### src/rtl/addr_pass_ctrl_pkg.sv
// Shared types and defaults for the dual-address read pass controller.
package addr_pass_ctrl_pkg;

    localparam int unsigned AW_DEF     = 4;
    localparam int unsigned LAST_B_DEF = 8;
    localparam int unsigned REWIND_DEF = 2;

    typedef enum logic [1:0] {
        IDLE = 2'd0,
        LOAD = 2'd1,
        RUN  = 2'd2,
        DONE = 2'd3
    } state_t;

endpackage

### src/rtl/addr_pass_ctrl_if.sv
// Host/memory-side signal bundle of the read pass controller.
interface addr_pass_ctrl_if
    import addr_pass_ctrl_pkg::*;
#(
    parameter int unsigned AW = AW_DEF
) ();

    logic          start;
    logic          stall;
    logic [AW-1:0] cfg_skip_a;
    logic [AW-1:0] cfg_skip_b;
    logic [AW-1:0] cfg_wrap;
    logic          busy;
    logic          rd_en;
    logic [AW-1:0] addr_a;
    logic [AW-1:0] addr_b;
    logic          last;
    logic          done;

    modport master (
        output start, stall, cfg_skip_a, cfg_skip_b, cfg_wrap,
        input  busy, rd_en, addr_a, addr_b, last, done
    );

    modport slave (
        input  start, stall, cfg_skip_a, cfg_skip_b, cfg_wrap,
        output busy, rd_en, addr_a, addr_b, last, done
    );

endinterface

### src/rtl/addr_pass_ctrl_addr_a_step.sv
// Next A address: rewind at either skip point, else wrap to 0, else increment.
module addr_a_step #(
    parameter int unsigned AW     = 4,
    parameter int unsigned REWIND = 2
) (
    input  logic [AW-1:0] addr_a,
    input  logic [AW-1:0] addr_b,
    input  logic [AW-1:0] skip_a,
    input  logic [AW-1:0] skip_b,
    input  logic [AW-1:0] wrap,
    output logic [AW-1:0] next_a
);

    // Both skips matching still rewind only once.
    always_comb begin
        next_a = addr_a + AW'(1);
        if ((addr_b == skip_a) || (addr_b == skip_b)) begin
            next_a = addr_a - AW'(REWIND);
        end else if (addr_a == wrap) begin
            next_a = '0;
        end
    end

endmodule

### src/rtl/addr_pass_ctrl.sv
// Start/stop, stall-aware scheduler issuing one full read pass of linear B and rewinding A.
module addr_pass_ctrl
    import addr_pass_ctrl_pkg::*;
#(
    parameter int unsigned AW     = AW_DEF,
    parameter int unsigned LAST_B = LAST_B_DEF,
    parameter int unsigned REWIND = REWIND_DEF
) (
    input  logic           clk,
    input  logic           reset,
    addr_pass_ctrl_if.slave bus
);

    state_t        state_q, state_d;
    logic [AW-1:0] addr_a_q, addr_a_d;
    logic [AW-1:0] addr_b_q, addr_b_d;
    logic [AW-1:0] skip_a_q, skip_a_d;
    logic [AW-1:0] skip_b_q, skip_b_d;
    logic [AW-1:0] wrap_q, wrap_d;
    logic          busy_q, busy_d;
    logic          done_q, done_d;
    logic          rd_en_c;
    logic          last_c;
    logic [AW-1:0] next_a_c;

    addr_a_step #(
        .AW     (AW),
        .REWIND (REWIND)
    ) u_addr_a_step (
        .addr_a (addr_a_q),
        .addr_b (addr_b_q),
        .skip_a (skip_a_q),
        .skip_b (skip_b_q),
        .wrap   (wrap_q),
        .next_a (next_a_c)
    );

    // State and datapath registers.
    always_ff @(posedge clk) begin
        if (reset) begin
            state_q  <= IDLE;
            addr_a_q <= '0;
            addr_b_q <= '0;
            skip_a_q <= '0;
            skip_b_q <= '0;
            wrap_q   <= '0;
            busy_q   <= 1'b0;
            done_q   <= 1'b0;
        end else begin
            state_q  <= state_d;
            addr_a_q <= addr_a_d;
            addr_b_q <= addr_b_d;
            skip_a_q <= skip_a_d;
            skip_b_q <= skip_b_d;
            wrap_q   <= wrap_d;
            busy_q   <= busy_d;
            done_q   <= done_d;
        end
    end

    // Next state, next register values and the two combinational strobes.
    always_comb begin
        state_d  = state_q;
        addr_a_d = addr_a_q;
        addr_b_d = addr_b_q;
        skip_a_d = skip_a_q;
        skip_b_d = skip_b_q;
        wrap_d   = wrap_q;
        rd_en_c  = 1'b0;
        last_c   = 1'b0;

        case (state_q)
            IDLE: begin
                if (bus.start) begin
                    skip_a_d = bus.cfg_skip_a;
                    skip_b_d = bus.cfg_skip_b;
                    wrap_d   = bus.cfg_wrap;
                    state_d  = LOAD;
                end
            end
            LOAD: begin
                addr_a_d = '0;
                addr_b_d = '0;
                state_d  = RUN;
            end
            RUN: begin
                if (!bus.stall) begin
                    rd_en_c = 1'b1;
                    // Final read leaves the addresses parked on the last pair.
                    if (addr_b_q == AW'(LAST_B)) begin
                        last_c  = 1'b1;
                        state_d = DONE;
                    end else begin
                        addr_b_d = addr_b_q + AW'(1);
                        addr_a_d = next_a_c;
                    end
                end
            end
            DONE: begin
                state_d = IDLE;
            end
            default: begin
                state_d = IDLE;
            end
        endcase

        busy_d = (state_d != IDLE);
        done_d = (state_d == DONE);
    end

    assign bus.busy   = busy_q;
    assign bus.done   = done_q;
    assign bus.addr_a = addr_a_q;
    assign bus.addr_b = addr_b_q;
    assign bus.rd_en  = rd_en_c;
    assign bus.last   = last_c;

endmodule

### src/flat_wrapper.sv
// flat-port wrapper written by rule: the top's interface ports become plain ports
module addr_pass_ctrl_flat import addr_pass_ctrl_pkg::*;
#(
    parameter int unsigned AW     = AW_DEF,
    parameter int unsigned LAST_B = LAST_B_DEF,
    parameter int unsigned REWIND = REWIND_DEF
)
  (clk, reset, bus_start, bus_stall, bus_cfg_skip_a, bus_cfg_skip_b, bus_cfg_wrap, bus_busy, bus_rd_en, bus_addr_a, bus_addr_b, bus_last, bus_done);
  addr_pass_ctrl_if #(.AW(AW)) bus_i ();
  input  logic clk;
  input  logic reset;
  input wire logic [$bits(bus_i.start)-1:0] bus_start;
  input wire logic [$bits(bus_i.stall)-1:0] bus_stall;
  input wire logic [$bits(bus_i.cfg_skip_a)-1:0] bus_cfg_skip_a;
  input wire logic [$bits(bus_i.cfg_skip_b)-1:0] bus_cfg_skip_b;
  input wire logic [$bits(bus_i.cfg_wrap)-1:0] bus_cfg_wrap;
  output wire logic [$bits(bus_i.busy)-1:0] bus_busy;
  output wire logic [$bits(bus_i.rd_en)-1:0] bus_rd_en;
  output wire logic [$bits(bus_i.addr_a)-1:0] bus_addr_a;
  output wire logic [$bits(bus_i.addr_b)-1:0] bus_addr_b;
  output wire logic [$bits(bus_i.last)-1:0] bus_last;
  output wire logic [$bits(bus_i.done)-1:0] bus_done;
  assign bus_i.start = bus_start;
  assign bus_i.stall = bus_stall;
  assign bus_i.cfg_skip_a = bus_cfg_skip_a;
  assign bus_i.cfg_skip_b = bus_cfg_skip_b;
  assign bus_i.cfg_wrap = bus_cfg_wrap;
  assign bus_busy = bus_i.busy;
  assign bus_rd_en = bus_i.rd_en;
  assign bus_addr_a = bus_i.addr_a;
  assign bus_addr_b = bus_i.addr_b;
  assign bus_last = bus_i.last;
  assign bus_done = bus_i.done;
  addr_pass_ctrl #(.AW(AW), .LAST_B(LAST_B), .REWIND(REWIND)) u_core (.clk(clk), .reset(reset), .bus(bus_i));
endmodule
### config.mk
export PLATFORM = sky130hd
export DESIGN_NAME = addr_pass_ctrl_flat
export DESIGN_NICKNAME = d
export VERILOG_FILES = /design/src/rtl/addr_pass_ctrl_pkg.sv /design/src/rtl/addr_pass_ctrl_if.sv /design/src/rtl/addr_pass_ctrl_addr_a_step.sv /design/src/rtl/addr_pass_ctrl.sv /design/src/flat_wrapper.sv
export SDC_FILE = /design/constraint.sdc
export NUM_CORES = 1
export LEC_CHECK = 0
export ABC_CLOCK_PERIOD_IN_PS = 3200
export CORE_MARGIN = 3
export CORE_UTILIZATION = 54
export DETAILED_ROUTE_END_ITERATION = 12
export GPL_TIMING_DRIVEN = 1
export PLACE_DENSITY_LB_ADDON = 0.1
export SLEW_MARGIN = 30
export SYNTH_ARGS = -nofsm -noshare
export SYNTH_HDL_FRONTEND = slang
export SYNTH_HIERARCHICAL = 1
export SYNTH_SLANG_ARGS = --single-unit
export TNS_END_PERCENT = 50
### constraint.sdc
create_clock -name clk -period 3.2 [get_ports clk]
set_input_delay 0.48 -clock clk [delete_from_list [all_inputs] [get_ports clk]]
set_output_delay 0.48 -clock clk [all_outputs]
set_load 0.02 [all_outputs]
# Yosys cells after proc, flatten, opt, wreduce, memory -nomap -nowiden
# Cells that the tools add are included.
dict set report word_totals {
  in_bits 16
  out_inout_bits 12
  elab_cells 44
  register_bits 24
}
dict set report op_classes {
  muxes 17
  n_eq_ne 10
  add_sub_neg 3
  reduce_logical 6
}
# cell n
set op_table {}
lappend op_table {{2-to-1 mux 4 bit} 6}
lappend op_table {{one-hot mux 4 bit (2 select lines)} 2}
lappend op_table {{equality test 4 bit} 3}
lappend op_table {{adder 4 x 1 -> 4 bit, second input constant} 2}
lappend op_table {{one-hot mux 2 bit (4 select lines)} 1}
lappend op_table {{equality test 2 bit, second input constant} 3}
lappend op_table {{2-to-1 mux 2 bit} 3}
lappend op_table {{2-to-1 mux 1 bit} 5}
lappend op_table {{equality test 4 bit, second input constant} 1}
lappend op_table {{inequality test 2 bit, second input constant} 2}
lappend op_table {{nonzero test 2 bit} 2}
lappend op_table {{subtractor 4 x 2 -> 4 bit, second input constant} 1}
lappend op_table {{AND reduction 3 bit} 1}
lappend op_table {{equality test 2 x 1 -> 1 bit, second input constant} 1}
lappend op_table {{logical NOT 2 bit} 1}
lappend op_table {{AND reduction 2 bit} 1}
lappend op_table {{logical OR 1 bit} 1}

# Longest topological paths before layout
dict set report depth {
  ltp_word 6
  ltp_mapped 7
  ltp_nobuf 7
}

# By module
# The synthesis kept the hierarchy.
# mod seq_area_each_um2 instances cells_each area_per_inst_um2
set by_module_without_submodules {}
lappend by_module_without_submodules {addr_pass_ctrl 480.5 1 114 1044.8}
lappend by_module_without_submodules {addr_a_step 0.0 1 36 285.3}

# Worst setup path before layout
# No wires, ideal clock.
dict set report synth_path {
  kind {register to register}
  from {register u_core.addr_a_q[2] (netlist: u_core/bus.addr_a[2])}
  to {register u_core.addr_a_q[3] (netlist: u_core/bus.addr_a[3])}
  arrival_time_ns 1.652
  stages_incl_launch_ff 8
  required_time_ns 3.085
  path_buffers 0
  synth_period_minus_slack_ns 1.768
  setup_slack_ns 1.432
  cell_sequence {dfxtp_1 > ha_1 > nand2_1 > and2_1 > o2111a_1 > or2_1 > and4_1 > a31o_1}
}
dict set report synth_via {
  elab_chain_cells 6
  elab_cells_between_ends 8
  classes_between {2 x add/sub; 1 x eq/ne; 5 x mux}
}
# element line
set synth_rtl {}
lappend synth_rtl {{start: declaration} addr_pass_ctrl.sv:15} ;# logic [AW-1:0] addr_a_q, addr_a_d;
lappend synth_rtl {{start signal: assignment} addr_pass_ctrl.sv:51} ;# addr_a_q <= addr_a_d;
lappend synth_rtl {{adder 4 x 1 -> 4 bit or equality test 4 bit (tied branches)} {addr_pass_ctrl_addr_a_step.sv:16, addr_pass_ctrl_addr_a_step.sv:19}}
lappend synth_rtl {{2-to-1 mux 4 bit} addr_pass_ctrl_addr_a_step.sv:19} ;# end else if (addr_a == wrap) begin
lappend synth_rtl {{2-to-1 mux 4 bit *} addr_pass_ctrl_addr_a_step.sv:17} ;# if ((addr_b == skip_a) || (addr_b == skip_b)) begin
lappend synth_rtl {{via u_core.next_a_c[3]} addr_pass_ctrl.sv:24} ;# logic [AW-1:0] next_a_c;
lappend synth_rtl {{2-to-1 mux 4 bit *} addr_pass_ctrl.sv:90} ;# if (addr_b_q == AW'(LAST_B)) begin
lappend synth_rtl {{2-to-1 mux 4 bit *} addr_pass_ctrl.sv:87} ;# if (!bus.stall) begin
lappend synth_rtl {{one-hot mux 4 bit (2 select lines) *} addr_pass_ctrl.sv:72} ;# case (state_q)
# Mark *: on every way through the listed nets, which the timed path passes. The rest lies on a longest branch. The select of a mux whose other input is x is not followed.
# A chain may end at the register's enable or synchronous reset.

# Worst setup path in the final report
dict set report layout_path {
  from {register u_core.addr_b_q[0] (netlist: u_core/bus.addr_b[0])}
  to {output bus_last}
}
dict set report layout_via {
  elab_chain_cells 4
}
# element line
set layout_rtl {}
lappend layout_rtl {{start: declaration} addr_pass_ctrl.sv:16} ;# logic [AW-1:0] addr_b_q, addr_b_d;
lappend layout_rtl {{start signal: assignment} addr_pass_ctrl.sv:52} ;# addr_b_q <= addr_b_d;
lappend layout_rtl {{equality test 4 bit} addr_pass_ctrl.sv:90}
lappend layout_rtl {{2-to-1 mux 1 bit} addr_pass_ctrl.sv:90}
lappend layout_rtl {{2-to-1 mux 1 bit} addr_pass_ctrl.sv:87}
lappend layout_rtl {{2-to-1 mux 1 bit} addr_pass_ctrl.sv:72}
lappend layout_rtl {{end: declaration} flat_wrapper.sv:21} ;# output wire logic [$bits(bus_i.last)-1:0] bus_last;
# No other way between the ends.

==> flow_metrics.tcl <==
set metrics [dict create \
    synth_compound_area_share_pct 15.6 \
    grt_pass1_vias 1004 \
    nNetsFinal 203 \
    slowest_stage "clkdlybuf4s50_1" \
    final-setup-viol-count 0 \
    grtUsageMet3_pct 2.55 \
    area_growth_pct 23.9 \
    min_period_ns 2.37 \
    clk-insertion-delay-late_ns 0.31 \
    final_common_cell "nand2_1" \
    rows 17 \
    cts_resized 0 \
    place_hpwl_um 1960 \
    cpPeakStageDelay_ns 0.61 \
    busiest_layer "met2" \
    setup_tns_ns 0 \
    fillers 185 \
    fmax_mhz 422 \
    rsz0062_at_grt "no" \
    postRouteAntennaNets 0 \
    slew_headroom_pct 72.9 \
    worst_pin_slew_ns 0.407 \
    final_cell_mix "nand2_1, clkdlybuf4s50_1, dfxtp_1" \
    yosys.area_share.simple_pct 25.6 \
    syn_nets 175 \
    synth_xor_xnor_area_share_pct 8.56 \
    synthMuxAreaShare_pct 0.753 \
    die_x_um 55.6 \
    finalHoldViolCount 0 \
    crit_required_ns 2.72 \
    clock_sinks 24 \
    path_class "flip-flop to primary output" \
    finalCritPeriodShare_pct 74.1 \
    cts-htree-levels 1 \
    clkSlewWorstSetupHoldPaths_ns 0.13 \
    worst-path-buf-inv 2 \
    die-area_um2 3090 \
    min-delay-path-class "flip-flop to flip-flop" \
    grt_max_degree 19 \
    leakage_nw 0.616 \
    grt_usage_pct 17.5 \
    root_buffer "clkbuf_4" \
    ys_seq_area_share_pct 36.1 \
    met1_usage_pct 23.1 \
    gp_congestion 0.828 \
    run_status "finished, final reports clean" \
    io_pins 28 \
    totalWireLength_um 2610 \
    clock_path_buffers 2 \
    ctsHoldBuffers 0 \
    io_buffers 27 \
    grt_pass1_wl_um 4430 \
    initial_core_util_pct 58.4 \
    viasPerCell 5.34 \
    antenna_found_initial 0 \
    drv_slew 0 \
    dr.first_iter.drc_count 38 \
    cts_tree "built" \
    holdWs_ns 0.481 \
    first_pass_iters 4 \
    syn-instance-count 150 \
    synth_fa_ha_area_share_pct 8.47 \
    cellPowerDensity_nw_per_um2 439 \
    finalClockSkew_ns 0.00120 \
    num_vias 1095 \
    startpoint_type "flip-flop" \
    cap_viol_max_count 0 \
    numCtsBuffers 3 \
    met2_usage_pct 29.1 \
    cp.arrival_ns 1.89 \
    crit_fanout 9 \
    synth_top_family_by_area "simple AND/OR/NAND/NOR gates" \
    crit_family "buffers and inverters" \
    post_cts_buffers 0 \
    grt-ovfl-total 0 \
    drc 0 \
    crit_path_end_kind "primary output" \
    ys_ff_latch 24 \
    crit_chain "inv_1 > ha_1 > nand3b_4 > nor2_1 > clkdlybuf4s50_1" \
    syn_avg_cell_area_um2 8.87 \
    wl_per_cell_um 12.7 \
    synth.distinct_cells 37 \
    synth_area_um2 1330 \
    ir_drop_mv 0.322 \
    synth_warnings 6 \
    drive_above_1_share_pct 7.91 \
    antennaDiodeCount 0 \
    core-area_um2 2280 \
    die_h_um 55.6 \
]
-- logic make-up (layout without fill, tap and decap cells) --
logic type,Yosys count,count (layout)
xor+xnor,13,13
simple gates,59,59
flops,24,24
fa+ha+maj,9,9
buf+inv,14,41
mux,1,1
compound gates,30,30
-- final cells by class --
type | count | area [um2] | area share [%]
multi-input cells | 112 | 785 | 47.6
inverters | 9 | 33.8 | 2.05
well taps | 28 | 35.0 | 2.13
repair buffers | 28 | 278 | 16.9
clock buffers | 4 | 36.3 | 2.20
flip-flops and latches | 24 | 480 | 29.2
-- where the power goes --
| part | internal [mW] | switching (mW) | leakage [nW] |
|---|---|---|---|
| combinational | 0.101 | 0.116 | 0.399 |
| sequential | 0.326 | 0.0223 | 0.196 |
| clock | 0.0694 | 0.0891 | 0.0210 |
| total | 0.496 | 0.228 | 0.616 |
-- through the flow --
stage | utilization, % | cell area [um2] | power (mW) | setup slack, ns | cells
finish | 72.4 | 1650 | 0.724 | 0.829 | 205
global route | 72.4 | 1650 | 0.771 | 0.665 | 205
CTS | 72.4 | 1650 | 0.732 | 0.810 | 205
detailed placement | 70.8 | 1610 | 0.572 | 0.929 | 201
global placement | 70.8 | 1610 | 0.565 | 0.961 | 201
floorplan | - | 1330 | 0.509 | 1.43 | 150
-- cell usage after synthesis --
cell      instances  area share (%)
nand2_1          28             7.9
dfxtp_1          24              36
a21oi_1          13             4.9
xnor2_1          12             7.9
ha_1              9             8.5
inv_1             7             2.0
a31o_1            5             3.3
and4_1            5             3.3
and2_1            4             1.9
nor2_1            4             1.1
o21ai_0           4             1.5
nand2b_1          3             1.4
nand3_1           3             1.1
nand4_1           3             1.4
clkbuf_1          2            0.56
inv_2             2            0.56
nand4_2           2             1.9
a21boi_0          1            0.56
a21boi_1          1            0.56
a21oi_2           1            0.66
a22oi_1           1            0.56
and3b_1           1            0.66
buf_2             1            0.38
buf_4             1            0.56
buf_6             1            0.85
mux2i_1           1            0.75
nand2b_4          1             1.0
nand3b_4          1             1.5
nor3_2            1            0.75
nor4b_1           1            0.66
o2111a_1          1            0.85
o211ai_1          1            0.56
o21a_1            1            0.56
o311a_4           1             1.6
or2_1             1            0.47
or3_1             1            0.47
xor2_1            1            0.66
-- worst paths after layout --
path | slack [ns] | endpoint | from | depth (start not counted)
max | 0.83 | bus_last | u_core/bus.addr_b[0]$_SDFFE_PP0P_ | 5
min | 0.48 | u_core/wrap_q[1]$_SDFFE_PP0P_ | u_core/wrap_q[1]$_SDFFE_PP0P_ | 2
max reg2reg | 1.41 | u_core/bus.addr_a[3]$_SDFFE_PP0P_ | u_core/bus.addr_a[1]$_SDFFE_PP0P_ | 7
min reg2reg | 0.48 | u_core/wrap_q[1]$_SDFFE_PP0P_ | u_core/wrap_q[1]$_SDFFE_PP0P_ | 2
-- flip-flops by register name, indices dropped and copies added, names as in the netlist --
name / count
u_core/bus.addr_a: 4
u_core/bus.addr_b: 4
u_core/bus.busy: 1
u_core/bus.done: 1
u_core/skip_a_q: 4
u_core/skip_b_q: 4
u_core/state_q: 2
u_core/wrap_q: 4
-- worst register-to-register path, delay by kind of cell (launching register included) --
family | cells | cell delay (ns)
compound gates | 2 | 0.40
fa+ha+maj | 1 | 0.19
simple gates | 4 | 0.61
flops | 1 | 0.50
-- layer usage --
metal,vias to the layer above,wire [um]
li1,569,-
met1,499,1260
met2,23,1210
met3,4,108
met4,0,23
met5,-,0
Note: power is estimated with default switching activity, not from simulation.
